$ cat config.mk
export PLATFORM = sky130hd
export DESIGN_NAME = oled_page_streamer
export DESIGN_NICKNAME = d
export VERILOG_FILES = /design/src/rtl/oled_pkg.sv /design/src/rtl/oled_page_streamer.sv
export SDC_FILE = /design/constraint.sdc
export NUM_CORES = 1
export LEC_CHECK = 0
export BUFFER_PORTS_ARGS = -buffer_cell sky130_fd_sc_hd__buf_2
export CORE_ASPECT_RATIO = 0.9
export CORE_UTILIZATION = 58
export CTS_CLUSTER_DIAMETER = 120
export CTS_CLUSTER_SIZE = 14
export DETAILED_ROUTE_END_ITERATION = 8
export PLACE_DENSITY = 0.83
export SYNTH_ARGS = -nofsm -noshare
export SYNTH_HDL_FRONTEND = slang
export SYNTH_SLANG_ARGS = --single-unit
$ cat constraint.sdc
create_clock -name clk -period 3.9 [get_ports clk]
set_input_delay 0.78 -clock clk [delete_from_list [all_inputs] [get_ports clk]]
set_output_delay 0.78 -clock clk [all_outputs]
set_load 0.05 [all_outputs]
$ cat src/rtl/oled_pkg.sv
// Shared SSD1306 command constants, panel geometry and sequencer state encoding.
// Imported by the page streamer, the init sequencer and the SPI driver.
package oled_pkg;

    localparam logic [7:0] CMD_SET_PAGE = 8'hB0;
    localparam logic [7:0] CMD_COL_LO   = 8'h00;
    localparam logic [7:0] CMD_COL_HI   = 8'h10;

    localparam int OLED_COLS  = 128;
    localparam int OLED_PAGES = 8;

    typedef enum logic [2:0] {
        ST_IDLE,
        ST_CMD_PG,
        ST_CMD_CL,
        ST_CMD_CH,
        ST_RD,
        ST_WT,
        ST_SEND,
        ST_DONE
    } oled_state_t;

endpackage

$ cat src/rtl/oled_page_streamer.sv
// Framebuffer-to-SPI byte streamer: per page, 3 addressing commands (dc=0) then COLS pixel bytes (dc=1).
// Latency: command bytes >=1 cycle each, data bytes >=3 cycles each (read, wait, send); frame_done 1 cycle after last data handshake.
// Backpressure: byte_valid/data/dc registered and held until byte_ready; stalls indefinitely. OLED_STREAM_CONT_EN: continuous refresh.
module oled_page_streamer
    import oled_pkg::*;
#(
    parameter int COLS       = OLED_COLS,
    parameter int PAGES      = OLED_PAGES,
    parameter int COL_OFFSET = 0,
    parameter int AW         = 10
) (
    input  logic          clk,
    input  logic          rst_n,
    input  logic          start,
    output logic          busy,
    output logic          frame_done,
    output logic          fb_rd_en,
    output logic [AW-1:0] fb_addr,
    input  logic [7:0]    fb_rdata,
    output logic          byte_valid,
    output logic [7:0]    byte_data,
    output logic          byte_dc,
    input  logic          byte_ready
);

    localparam int CW = $clog2(COLS);
    localparam int PW = $clog2(PAGES);

    localparam logic [CW-1:0] COL_LAST    = CW'(COLS - 1);
    localparam logic [PW-1:0] PAGE_LAST   = PW'(PAGES - 1);
    localparam logic [7:0]    COL_LO_BYTE = CMD_COL_LO | 8'(COL_OFFSET & 15);
    localparam logic [7:0]    COL_HI_BYTE = CMD_COL_HI | 8'(COL_OFFSET >> 4);

    oled_state_t   state;
    logic [CW-1:0] col;
    logic [PW-1:0] page;
    logic          xfer;

    assign xfer = byte_valid && byte_ready;

    // Constant multiplier; reduces to a shift when COLS is a power of two.
    function automatic logic [AW-1:0] pix_addr(input logic [PW-1:0] p, input logic [CW-1:0] c);
        return AW'(p) * AW'(COLS) + AW'(c);
    endfunction

    always_ff @(posedge clk) begin
        if (!rst_n) begin
            state      <= ST_IDLE;
            col        <= '0;
            page       <= '0;
            busy       <= 1'b0;
            frame_done <= 1'b0;
            fb_rd_en   <= 1'b0;
            fb_addr    <= '0;
            byte_valid <= 1'b0;
            byte_data  <= 8'h00;
            byte_dc    <= 1'b0;
        end else begin
            frame_done <= 1'b0;
            fb_rd_en   <= 1'b0;
            case (state)
                ST_IDLE: begin
                    if (start) begin
                        page       <= '0;
                        col        <= '0;
                        busy       <= 1'b1;
                        byte_valid <= 1'b1;
                        byte_dc    <= 1'b0;
                        byte_data  <= CMD_SET_PAGE;
                        state      <= ST_CMD_PG;
                    end
                end
                ST_CMD_PG: begin
                    if (xfer) begin
                        byte_data <= COL_LO_BYTE;
                        state     <= ST_CMD_CL;
                    end
                end
                ST_CMD_CL: begin
                    if (xfer) begin
                        byte_data <= COL_HI_BYTE;
                        state     <= ST_CMD_CH;
                    end
                end
                ST_CMD_CH: begin
                    if (xfer) begin
                        byte_valid <= 1'b0;
                        col        <= '0;
                        fb_rd_en   <= 1'b1;
                        fb_addr    <= pix_addr(page, '0);
                        state      <= ST_RD;
                    end
                end
                ST_RD: begin
                    state <= ST_WT;
                end
                ST_WT: begin
                    byte_data  <= fb_rdata;
                    byte_dc    <= 1'b1;
                    byte_valid <= 1'b1;
                    state      <= ST_SEND;
                end
                ST_SEND: begin
                    if (xfer) begin
                        if (col != COL_LAST) begin
                            col        <= col + 1'b1;
                            fb_rd_en   <= 1'b1;
                            fb_addr    <= pix_addr(page, col + 1'b1);
                            byte_valid <= 1'b0;
                            state      <= ST_RD;
                        end else if (page != PAGE_LAST) begin
                            page      <= page + 1'b1;
                            byte_data <= CMD_SET_PAGE | 8'(page + 1'b1);
                            byte_dc   <= 1'b0;
                            state     <= ST_CMD_PG;
                        end else begin
                            byte_valid <= 1'b0;
                            byte_dc    <= 1'b0;
                            frame_done <= 1'b1;
                            state      <= ST_DONE;
                        end
                    end
                end
                ST_DONE: begin
`ifdef OLED_STREAM_CONT_EN
                    page       <= '0;
                    byte_valid <= 1'b1;
                    byte_dc    <= 1'b0;
                    byte_data  <= CMD_SET_PAGE;
                    state      <= ST_CMD_PG;
`else
                    busy  <= 1'b0;
                    state <= ST_IDLE;
`endif
                end
                default: state <= ST_IDLE;
            endcase
        end
    end

endmodule

Word-level counts from Yosys, hierarchy flattened
Cells that the tools add are included.
{"block": "word_totals", "word_cells": 98, "ff_bits": 36, "out_inout_bits": 23, "input_bits": 12}
{"block": "op_classes", "eq_ne": 18, "bitwise": 3, "muxes": 45, "reduce_logical": 18, "add_sub_neg": 4}
{"operator": "8-bit 2-to-1 mux", "n": 6}
{"operator": "8-bit case mux with 5 select lines", "n": 1}
{"operator": "3-bit 2-to-1 mux", "n": 11}
{"operator": "10-bit 2-to-1 mux", "n": 3}
{"operator": "7-bit 2-to-1 mux", "n": 4}
{"operator": "3-bit case mux with 8 select lines", "n": 1}
{"operator": "7-bit case mux with 3 select lines", "n": 1}
{"operator": "10-bit case mux with 2 select lines", "n": 1}
{"operator": "5-bit AND reduction", "n": 4}
{"operator": "2-bit inequality test (second input constant)", "n": 8}
{"operator": "3-bit == test (second input constant)", "n": 4}
{"operator": "1-bit 2-to-1 mux", "n": 12}
{"operator": "10-bit by 7-bit adder with 10-bit output", "n": 1}
{"operator": "4-bit AND reduction", "n": 2}
{"operator": "7-bit by 1-bit adder with 7-bit output (second input constant)", "n": 1}
{"operator": "7-bit inequality test (second input constant)", "n": 1}
{"operator": "7-bit AND reduction", "n": 1}
{"operator": "3-bit by 2-bit == test with 1-bit output (second input constant)", "n": 2}
{"operator": "3-bit inequality test (second input constant)", "n": 2}
{"operator": "3-bit case mux with 2 select lines", "n": 1}
{"operator": "2-bit nonzero test", "n": 3}
{"operator": "3-bit nonzero test", "n": 2}
{"operator": "5-bit nonzero test", "n": 1}
{"operator": "3-bit by 1-bit adder with 4-bit output (second input constant)", "n": 1}
{"operator": "11 further kinds", "n": 14}

Depth between registers and ports, before layout
{"block": "logic_depth", "ltp_word": 5, "ltp_mapped": 8, "depth_no_buf": 7}

Worst setup path after synthesis
Ideal clock, no wire load.
{"block": "synth_path", "path_type": "register -> register", "startpoint": "reg byte_valid", "endpoint": "reg fb_addr[3]", "arrival_ns": 1.708, "required_ns": 3.772, "setup_slack_ns": 2.064, "setup_ns": 0.128, "path_stages_with_launch": 7, "synth_period_minus_slack_ns": 1.836, "cell_sequence": "dfxtp_1 -> nand2_2 -> nor3_2 -> a21oi_2 -> buf_4 -> a22oi_1 -> nor2_1"}
{"block": "synth_between", "elab_chain_len": 3}
{"element": "start: declaration", "line_no": "oled_page_streamer.sv:20", "source": "output logic byte_valid,"}
{"element": "start signal: assignment", "line_no": "oled_page_streamer.sv:55", "source": "byte_valid <= 1'b0;"}
{"element": "start signal: assignment", "line_no": "oled_page_streamer.sv:67", "source": "byte_valid <= 1'b1;"}
{"element": "start signal: assignment", "line_no": "oled_page_streamer.sv:87", "source": "byte_valid <= 1'b0;"}
{"element": "1-bit logical AND (*)", "line_no": "oled_page_streamer.sv:39", "source": "assign xfer = byte_valid && byte_ready;"}
{"element": "2-bit inequality test (no line)"}
{"element": "4-bit AND reduction (no line) (*)"}
{"element": "end signal: assignment", "line_no": "oled_page_streamer.sv:90", "source": "fb_addr <= pix_addr(page, '0);"}
{"element": "end signal: assignment", "line_no": "oled_page_streamer.sv:108", "source": "fb_addr <= pix_addr(page, col + 1'b1);"}
{"element": "end: declaration", "line_no": "oled_page_streamer.sv:18", "source": "output logic [AW-1:0] fb_addr,"}
Mark *: on every way between the ends. The rest lies on a longest branch, timed or not.
A chain may end at the register's enable or synchronous reset.

Worst setup path after layout
{"block": "layout_path", "startpoint": "reg state[1]", "endpoint": "reg fb_addr[1]"}
{"block": "layout_between", "elab_chain_len": 3}
{"element": "start: declaration", "line_no": "oled_page_streamer.sv:34", "source": "oled_state_t state;"}
{"element": "start signal: assignment", "line_no": "oled_page_streamer.sv:48", "source": "state <= ST_IDLE;"}
{"element": "start signal: assignment", "line_no": "oled_page_streamer.sv:70", "source": "state <= ST_CMD_PG;"}
{"element": "start signal: assignment", "line_no": "oled_page_streamer.sv:76", "source": "state <= ST_CMD_CL;"}
{"element": "3-bit == test or 3-bit by 2-bit == test with 1-bit output (tied branches)", "line_no": "oled_page_streamer.sv:61", "source": "case (state)"}
{"element": "2-bit inequality test (no line) or 2-bit nonzero test (tied branches)"}
{"element": "4-bit AND reduction (no line)"}
Parallel ways exist; a longest one is shown, timed or not.

==> key figures <==
CTS
  – CTS Buffer Depth: 2
  – Clk Tree Root Cell: clkbuf_4
  – Clk_lat worst skew: 0.35 ns
  – CTS tree: built
  – # resized after CTS: 0
  – Cts hold-fix bufs: 0
  – Postcts setup bufs: 0
  – Clk slew on worst S/H paths: 0.12 ns
  – CTS Sinks: 36
  – Clock H-tree levels: 2
  – Num CTS Buffers: 5

Floorplan
  – Core area: 2860 um2
  – Initial core utilization: 63.5%
  – Row cnt: 18
  – Die width: 61.0 um
  – I/O pins: 35
  – Full die area: 3360 um2
  – Chip Height: 55.1 um

GRT
  – Congestion Overflow GR: 0
  – Wire length of the first global-routing pass: 6.13 mm
  – Largest net degree at the start of global routing: 27
  – GRT Overall Usage: 25.4%
  – Initial antenna violation count: 0
  – Vias in the first global route: 1335

Final layout
  – Area Growth Syn to Fin: 12.0%
  – Fraction of layout cells with a size suffix above 1: 23.7%
  – Most common cell after layout, fill and taps aside: dfxtp_1
  – Commonest non-fill, non-tap cells in the layout: 36 x dfxtp_1, 34 x buf_2, 28 x nand2_1, 24 x a21oi_1, 21 x nor2_1
  – Antenna diode count: 0
  – Non-filler cells, final: 285
  – Fillers: 237
  – Post-Route Utilization: 71.1%
  – Nets: 260

Route
  – DRC: 0
  – Final wirelength: 3.82 mm
  – DRT Pass-1 Iters: 4
  – Post-DR wirelength/cell: 13.4 um
  – Initial DRC count: 115
  – Remaining antenna violation count after routing: 0
  – DR vias: 1641
  – Via density: 5.76

Worst hold path
  – WHS Path Cells: 2
  – Hold Crit Class: reg2reg

Place
  – Routability cong.: 0.947
  – HPWL after DPL: 2.65 mm
  – Placed Cells: 277
  – PortBufs: 34
  – Pre-CTS setup slack: 1.66 ns

STA
  – Final count of hold timing violations: 0
  – Setup TNS: 0 ns
  – Final worst-path cycle share: 53.9%
  – Fin crit period: 2.10 ns
  – Measured slew at the worst slew-check pin: 0.733 ns
  – RSZ-0062 raised after global routing: no
  – Fmax: 476 MHz
  – Setup violators final: 0
  – Setup Skew: 0.0197 ns
  – Rel. slew slack: 50.8%
  – Fin worst setup slack: 1.80 ns
  – Slew Viols, Final: 0
  – WHS: 0.457 ns

Setup path
  – Worst path required time: 4.17 ns
  – Arrival time of the worst setup path: 2.38 ns
  – Flop2flop setup slack: 1.80 ns
  – Critical path startpoint category: flop
  – Crit-path max FO: 21
  – Crit Path Category: reg2reg
  – R2R depth: 5
  – Worst setup EP type: flop

Logic synthesis
  – Synthesis Warnings: 0
  – Syn Inst Count: 216
  – Adder-cell area share of the yosys netlist: 2.76%
  – XOR/XNOR Fraction of Synth Area: 2.41%
  – Largest family of logic cells by synthesized area: simple AND/OR/NAND/NOR gates
  – Async SR Flop Fraction: 0%
  – Complex-gate fraction of the synthesized area: 24.6%
  – Netlist cell types: 47
  – Syn_area_per_cell: 8.41 um2
  – Post-synth EDFFs: 0
  – Post-synthesis mux area share: 0%
  – #FFs+latches synth: 36
  – Post-Synth Simple-Gate Area: 25.4%
  – Synthesized cell area: 1820 um2
  – Post-synthesis sequential area ratio: 39.7%
  – Top_reg_cell synth: dfxtp_1
  – Synth Net Count: 232

Pwr
  – Leak: 0.842 nW
  – Worst VDD drop: 242 uV
  – Cell Pwr Density: 375 nW/um2

Run
  – Max-cap violations: 0

Status
  – Outcome: complete, no violations
-- state kept, by name, indices dropped and copies added, names as in the netlist --
register    count
byte_data       8
page            3
busy            1
frame_done      1
byte_dc         1
fb_rd_en        1
byte_valid      1
fb_addr        10
state           3
col             7
-- metrics by stage --
| stage | total power, mW | instance area [um2] |
|---|---|---|
| 2_1_floorplan | 0.491 | 1820 |
| 3_3_place_gp | 0.512 | 1960 |
| 3_5_place_dp | 0.513 | 1960 |
| 4_1_cts | 0.764 | 2030 |
| 5_1_grt | 0.793 | 2030 |
| 6_report | 0.763 | 2030 |
-- layer usage --
metal	up-vias	wire length (um)	GRT usage, %
met5	-	0	0
met4	0	41	11.4
met3	7	178	5.58
met2	49	1710	36.4
met1	761	1890	36.3
li1	824	-	-
-- critical path, stage by stage, from the launching register on --
cell and delay (ns):
dfxtp_1 0.80, and3b_1 0.47, o21ai_2 0.16, nor2_1 0.34
nand2_1 0.14, a21oi_1 0.13
-- Yosys cell counts, types with 4 or more instances --
| master | number | area share [%] |
|---|---|---|
| nor2b_1 | 4 | 1.4 |
| a21oi_1 | 24 | 6.6 |
| ha_1 | 4 | 2.8 |
| nor2_1 | 21 | 4.3 |
| clkbuf_1 | 7 | 1.4 |
| buf_4 | 4 | 1.7 |
| nand3_1 | 11 | 3.0 |
| o21ai_1 | 4 | 1.1 |
| o21ai_0 | 8 | 2.2 |
| a22oi_1 | 4 | 1.7 |
| dfxtp_1 | 36 | 40 |
| nand2_1 | 28 | 5.8 |
| a211oi_1 | 4 | 1.7 |
-- power by group --
part / switching [mW] / internal [mW]
sequential: 0.0135 / 0.380
combinational: 0.0783 / 0.0346
clock: 0.122 / 0.134
total: 0.214 / 0.548
-- cell families (layout without fill, tap and decap cells) --
group,Yosys count,after routing
simple gates,90,90
buf+inv,17,46
fa+ha+maj,4,4
flops,36,36
compound gates,64,64
xor+xnor,5,5
-- cell type report --
class	count	area, um2	area share [%]
multi-input combinational	163	1000	49.2
timing repair buffer	34	170	8.37
inverter	4	15.0	0.738
clock buffer	6	41.3	2.03
sequential	36	721	35.4
tap	40	50.0	2.46
clock inverter	2	35.0	1.72
-- worst paths after layout --
kind | start | endpoint
hold / removal | fb_addr[4] | fb_addr[4]
setup reg to reg | state[1] | fb_addr[1]
setup / recovery | state[1] | fb_addr[1]
hold reg to reg | fb_addr[4] | fb_addr[4]
Power figures use the tool's default switching activity.
